--- src/rtl/seven_segment_pkg.sv ---
// seven_segment_pkg: shared segment type, hex segment codes and reader FSM states
package seven_segment_pkg;
    typedef logic [6:0] seg_t;
    localparam seg_t SEG_HEX_0 = 7'b1111110;
    localparam seg_t SEG_HEX_1 = 7'b0110000;
    localparam seg_t SEG_HEX_2 = 7'b1101101;
    localparam seg_t SEG_HEX_3 = 7'b1111001;
    localparam seg_t SEG_HEX_4 = 7'b0110011;
    localparam seg_t SEG_HEX_5 = 7'b1011011;
    localparam seg_t SEG_HEX_6 = 7'b1011111;
    localparam seg_t SEG_HEX_7 = 7'b1110000;
    localparam seg_t SEG_HEX_8 = 7'b1111111;
    localparam seg_t SEG_HEX_9 = 7'b1111011;
    localparam seg_t SEG_HEX_A = 7'b1110111;
    localparam seg_t SEG_HEX_B = 7'b0011111;
    localparam seg_t SEG_HEX_C = 7'b1001110;
    localparam seg_t SEG_HEX_D = 7'b0111101;
    localparam seg_t SEG_HEX_E = 7'b1001111;
    localparam seg_t SEG_HEX_F = 7'b1000111;
    typedef enum logic [1:0] {IDLE, QUALIFY, CAPTURE, WAIT} reader_state_t;
endpackage

--- src/rtl/seven_segment_encoder.sv ---
// seven_segment_encoder: maps a segment pattern back to its hex nibble.
// Ports: seg_i pattern {a..g}; hex_o nibble (0 when illegal); legal_o pattern is a hex code.
module seven_segment_encoder
    import seven_segment_pkg::*;
(
    input  seg_t       seg_i,
    output logic [3:0] hex_o,
    output logic       legal_o
);
    always_comb begin
        hex_o = 4'h0;
        legal_o = 1'b1;
        case (seg_i)
            SEG_HEX_0: hex_o = 4'h0;
            SEG_HEX_1: hex_o = 4'h1;
            SEG_HEX_2: hex_o = 4'h2;
            SEG_HEX_3: hex_o = 4'h3;
            SEG_HEX_4: hex_o = 4'h4;
            SEG_HEX_5: hex_o = 4'h5;
            SEG_HEX_6: hex_o = 4'h6;
            SEG_HEX_7: hex_o = 4'h7;
            SEG_HEX_8: hex_o = 4'h8;
            SEG_HEX_9: hex_o = 4'h9;
            SEG_HEX_A: hex_o = 4'hA;
            SEG_HEX_B: hex_o = 4'hB;
            SEG_HEX_C: hex_o = 4'hC;
            SEG_HEX_D: hex_o = 4'hD;
            SEG_HEX_E: hex_o = 4'hE;
            SEG_HEX_F: hex_o = 4'hF;
            default:   legal_o = 1'b0;
        endcase
    end
endmodule

--- src/rtl/seven_segment_scan_reader.sv ---
// seven_segment_scan_reader: reads back a multiplexed seven-segment bus into per-digit hex frames.
// Ports: clk, rst (async, active-high); seg_in {a..g}; dig_in one-hot strobes;
// hex_out published nibbles; frame_valid one-cycle publish pulse; digit_err illegal-pattern flags.
// Option SEVEN_SEGMENT_READER_DP_EN adds dp_in (sampled decimal point) and dp_out (published per digit).
module seven_segment_scan_reader
    import seven_segment_pkg::*;
#(
    parameter int DIGITS        = 4,
    parameter int STABLE_CYCLES = 3
) (
    input  logic                  clk,
    input  logic                  rst,
    input  logic [6:0]            seg_in,
    input  logic [DIGITS-1:0]     dig_in,
`ifdef SEVEN_SEGMENT_READER_DP_EN
    input  logic                  dp_in,
    output logic [DIGITS-1:0]     dp_out,
`endif
    output logic [4*DIGITS-1:0]   hex_out,
    output logic                  frame_valid,
    output logic [DIGITS-1:0]     digit_err
);
    localparam int CW = $clog2(STABLE_CYCLES + 1);
    localparam logic [CW-1:0] CNT_MAX = CW'(STABLE_CYCLES);
`ifdef SEVEN_SEGMENT_READER_DP_EN
    localparam int VW = 8 + DIGITS;
`else
    localparam int VW = 7 + DIGITS;
`endif
    seg_t                seg_q;
    logic [DIGITS-1:0]   dig_q;
    logic [VW-1:0]       cur, prev_q;
    reader_state_t       state_q, state_d;
    logic [CW-1:0]       cnt_q, cnt_d;
    logic [DIGITS-1:0]   seen_q, seen_d, err_sh_q, err_sh_d, err_q;
    logic [4*DIGITS-1:0] hex_sh_q, hex_sh_d, hex_q;
    logic                fv_q, one_hot, changed, capture, full;
    logic [3:0]          hex;
    logic                legal;

    seven_segment_encoder u_enc (.seg_i(seg_q), .hex_o(hex), .legal_o(legal));

    assign hex_out     = hex_q;
    assign digit_err   = err_q;
    assign frame_valid = fv_q;

`ifdef SEVEN_SEGMENT_READER_DP_EN
    logic              dp_q;
    logic [DIGITS-1:0] dp_sh_q, dp_sh_d, dp_pub_q;
    assign cur    = {dp_q, seg_q, dig_q};
    assign dp_out = dp_pub_q;
    always_comb begin
        dp_sh_d = dp_sh_q;
        for (int i = 0; i < DIGITS; i++)
            if (capture && dig_q[i]) dp_sh_d[i] = dp_q;
    end
    always_ff @(posedge clk or posedge rst) begin
        if (rst) begin
            dp_q     <= 1'b0;
            dp_sh_q  <= '0;
            dp_pub_q <= '0;
        end else begin
            dp_q    <= dp_in;
            dp_sh_q <= dp_sh_d;
            if (full) dp_pub_q <= dp_sh_q;
        end
    end
`else
    assign cur = {seg_q, dig_q};
`endif

    always_comb begin
        one_hot = $onehot(dig_q);
        changed = cur != prev_q;
        cnt_d   = !one_hot ? '0 : changed ? CW'(1) : (cnt_q == CNT_MAX ? cnt_q : cnt_q + CW'(1));
        // once a window has been captured, stay parked until the bus value moves
        state_d = !one_hot ? IDLE
                : (!changed && (state_q == CAPTURE || state_q == WAIT)) ? WAIT
                : (cnt_d == CNT_MAX ? CAPTURE : QUALIFY);
        capture = state_d == CAPTURE;
        full    = &seen_q;
        // the clear from a completed frame is applied before a coincident new capture
        seen_d   = (full ? '0 : seen_q) | (capture ? dig_q : '0);
        hex_sh_d = hex_sh_q;
        err_sh_d = err_sh_q;
        for (int i = 0; i < DIGITS; i++)
            if (capture && dig_q[i]) begin
                hex_sh_d[4*i +: 4] = hex;
                err_sh_d[i]        = !legal;
            end
    end

    always_ff @(posedge clk or posedge rst) begin
        if (rst) begin
            seg_q    <= '0;
            dig_q    <= '0;
            prev_q   <= '0;
            state_q  <= IDLE;
            cnt_q    <= '0;
            seen_q   <= '0;
            hex_sh_q <= '0;
            err_sh_q <= '0;
            hex_q    <= '0;
            err_q    <= '0;
            fv_q     <= 1'b0;
        end else begin
            seg_q    <= seg_in;
            dig_q    <= dig_in;
            prev_q   <= cur;
            state_q  <= state_d;
            cnt_q    <= cnt_d;
            seen_q   <= seen_d;
            hex_sh_q <= hex_sh_d;
            err_sh_q <= err_sh_d;
            fv_q     <= full;
            if (full) begin
                hex_q <= hex_sh_q;
                err_q <= err_sh_q;
            end
        end
    end
endmodule

--- config.mk ---
export PLATFORM = sky130hd
export DESIGN_NAME = seven_segment_scan_reader
export DESIGN_NICKNAME = d
export VERILOG_FILES = /design/src/rtl/seven_segment_pkg.sv /design/src/rtl/seven_segment_encoder.sv /design/src/rtl/seven_segment_scan_reader.sv
export SDC_FILE = /design/constraint.sdc
export NUM_CORES = 1
export LEC_CHECK = 0
export ABC_AREA = 0
export CAP_MARGIN = 20
export CORE_MARGIN = 1.5
export CORE_UTILIZATION = 51
export DETAILED_ROUTE_END_ITERATION = 8
export PLACE_DENSITY = 0.86
export SETUP_SLACK_MARGIN = 0.2
export SYNTH_ARGS = -nofsm -noshare
export SYNTH_HDL_FRONTEND = slang
export SYNTH_SLANG_ARGS = --single-unit
--- constraint.sdc ---
create_clock -name clk -period 4.6 [get_ports clk]
set_input_delay 0.92 -clock clk [delete_from_list [all_inputs] [get_ports clk]]
set_output_delay 0.92 -clock clk [all_outputs]
set_load 0.05 [all_outputs]
==> flow_summary.ini <==
[outcome]
outcome = finished, final reports clean

[finish]
final_area_um2 = 3430
fin_util_pct = 62.4
drive_gt1_share_pct = 10.7
synthToLayoutAreaGrowth_pct = 18.5
antenna_cells = 0
finalNetCount = 300

[clocking]
cts_sinks = 70
root_buffer = clkbuf_8
clockBufferDepth = 2
insertion_delay_ns = 0.34
holdBufCountCts = 0
h-tree-depth = 3
cts_tree = yes
cts_setup_buffers = 0
cts.repair.resized = 0
clkTransAtPathRegs_ns = 0.07
cts_buffers = 9

[synth]
ys_warn_count = 0
ys_seq_area_share_pct = 60.4
postSynthAreaPerCell_um2 = 11.6
syn_inst = 249
synth_fp_nets = 265
yosysUniqueCellTypes = 43
syn_area_um2 = 2900
synth-seq-cells = 70

[drt]
drtPass1Iterations = 4
wire_per_inst_um = 14.2
vias = 1884
first_iter_violations = 98
vias_per_cell = 5.22
routed_wl_um = 5140
ant_nets = 0
drc = 0

[global_routing]
grt_max_degree = 48
grtUsageMet3_pct = 5.70
antenna_found_initial = 0
grt_pass1_vias = 1893
met2_usage_pct = 29.8
grt_pass1_wl_um = 8910
busiest_layer = met2
track_usage_pct = 19.5
overflow = 0
use_met1_pct = 24.7

[timing]
finalSetupViolations = 0
worst_slew_pin_slew_ns = 0.931
timing.final.ws_setup_ns = 1.70
finalHoldViolCount = 0
fmax_ghz = 0.345
slew_headroom_pct = 37.9
post-route-min-period_ns = 2.90
maxSlewViolCount = 0
setup_tns_ns = 0
skew_ns = 0.00896
rsz0062_at_grt = false
post-route-period-util_pct = 63.0

[setup_path]
max_stage_delay_ns = 0.54
rrSetupSlack_ns = 1.70
cp_data_arrival_time_ns = 3.12
ff2ff_path_depth = 10
critPathKind = reg2reg
r2r_end = err_sh_q[2]$_DFFE_PP0P_
timing.critical_path.buf_inv = 2
path_delay_family = adder cells
critPathCaptureType = flop
cp-start-kind = flop
crit_chain = inv_1 -> fa_1 -> inv_1 -> ha_1 -> ha_1 -> nor2_1 -> nand2_1 -> nor4_4 -> nand3_2 -> mux2_1
crit_slowest_cell = fa_1
cp_max_fo = 6
cp-startpoint = dig_q[0]$_DFF_PP0_
required_ns = 4.82
crit_cells = 10
reg2reg_from = dig_q[0]$_DFF_PP0_

[min_path]
worstHoldStart = err_sh_q[3]$_DFFE_PP0P_
worstHoldEndpoint = digit_err[3]$_DFFE_PP0P_
worstHoldPathCells = 2
hold_path.class = reg2reg

[placed_design]
dp_slack_ns = 1.73
port_buffers = 33
place_area_um2 = 3260
dp_hpwl_um = 3490
gp_congestion = 0.784

[floorplanning]
die-height_um = 78.4
start_util_pct = 52.6
rows = 27
coreArea_um2 = 5510
die_x_um = 78.4
die_area_um2 = 6140
io_pins = 34

[power]
power_mw = 1.15
leakagePower_nw = 1.70
ir_worst_vdd_v = 0.000253
power_density_nw_per_um2 = 335

[job]
maxCapViolations = 0
==> per-layer routing <==
metal,up-vias,part of all wire (%),wire (µm)
li1,900,-,-
met1,915,44,2270
met2,58,48,2480
met3,11,5.2,266
met4,0,2.4,122
met5,-,0,0
==> layout make-up <==
type | instances | area (µm²)
Timing Repair Buffer | 35 | 345
Inverter | 9 | 33.8
Tap cell | 72 | 90.1
Clock buffer | 14 | 163
Clock inverter | 2 | 16.3
Sequential cell | 70 | 1750
Multi-Input combinational cell | 159 | 1030
Fill cell | 434 | 2070
==> sequential cells by signal, summed over array words and instances, names as in the netlist <==
register / count
seg_q: 7
seen_q: 4
dig_q: 4
state_q: 1
prev_q: 11
digit_err: 4
cnt_q: 2
hex_sh_q: 16
frame_valid: 1
hex_out: 16
err_sh_q: 4
==> worst reg2reg max path, stage by stage, from the launching register on <==
cell,delay [ns]
dfrtp_1,0.42
inv_1,0.08
fa_1,0.54
inv_1,0.04
ha_1,0.18
ha_1,0.29
nor2_1,0.11
nand2_1,0.10
nor4_4,0.36
nand3_2,0.26
mux2_1,0.38
==> worst max-delay path by stage <==
stage | end | slack [ns]
after floorplan | cnt_q[0]$_DFF_PP0_ | 1.91
after detailed placement | hex_sh_q[12]$_DFFE_PP0P_ | 1.73
after global routing | hex_sh_q[8]$_DFFE_PP0P_ | 1.50
after global placement | hex_sh_q[12]$_DFFE_PP0P_ | 1.85
after CTS | err_sh_q[2]$_DFFE_PP0P_ | 1.71
final | err_sh_q[2]$_DFFE_PP0P_ | 1.70
==> synth_stat cells, drive strengths merged <==
master | n | share of area [%]
nand2 | 74 | 9.6
dfrtp | 70 | 60
mux2 | 20 | 7.8
xnor2 | 12 | 4.1
inv | 9 | 1.2
buf | 7 | 2.2
nand3 | 6 | 1.7
nor2 | 6 | 0.78
nor3 | 5 | 0.86
clkbuf | 4 | 0.52
nand2b | 3 | 0.65
nand4 | 3 | 0.86
nor4 | 3 | 1.2
a21oi | 2 | 0.35
ha | 2 | 0.86
o21a | 2 | 0.52
o21ai | 2 | 0.35
a211o | 1 | 0.30
a211oi | 1 | 0.26
a221o | 1 | 0.35
a2bb2oi | 1 | 0.30
a311o | 1 | 0.35
a31oi | 1 | 0.22
and3 | 1 | 0.39
and4b | 1 | 0.35
fa | 1 | 0.69
mux2i | 1 | 0.35
nand3b | 1 | 0.26
nand4b | 1 | 0.30
nor3b | 1 | 0.26
o211ai | 1 | 0.26
o22ai | 1 | 0.22
o32ai | 1 | 0.30
or2b | 1 | 0.26
or3 | 1 | 0.39
or3b | 1 | 0.30
==> kinds of logic (layout without fill, tap and decap cells) <==
family | Yosys count | after routing | share of synthesized area, %
multiplexers | 21 | 21 | 8.12
AND/OR/NAND/NOR | 108 | 108 | 18.1
flip-flops | 70 | 70 | 60.4
AO/OA/AOI/OAI | 15 | 15 | 3.76
buffers and inverters | 20 | 60 | 3.84
XOR/XNOR | 12 | 12 | 4.14
adder cells (fa/ha/maj) | 3 | 3 | 1.55
==> report_power, final <==
group          switching [mW]  internal (mW)  total [mW]
Clock                   0.217          0.227       0.444
Sequential             0.0167          0.627       0.643
Combinational          0.0329         0.0292      0.0621
Total                   0.266          0.883        1.15
==> metrics by stage <==
| stage | hold WS [ns] | instances |
|---|---|---|
| after floorplan | 0.355 | 249 |
| after global placement | 0.440 | 345 |
| after detailed placement | 0.458 | 345 |
| after CTS | 0.464 | 361 |
| after global routing | 0.490 | 361 |
| final | 0.460 | 361 |
==> cell usage in the layout (no fill, tap or decap), types with 2 or more instances in the layout <==
cell type        count
o21ai_0              2
nand3_2              4
clkbuf_1             3
nand4_1              2
mux2_2               4
xnor2_2              2
nand2_1             74
nand2b_1             3
nor3_1               5
nor2_1               6
a21oi_1              2
nand3_1              2
nor4_1               2
inv_1                8
buf_4                2
mux2_1              16
clkdlybuf4s50_1     33
o21a_1               2
clkbuf_8            11
xnor2_1             10
ha_1                 2
dfrtp_1             70
(Power assumes the default switching activity.)
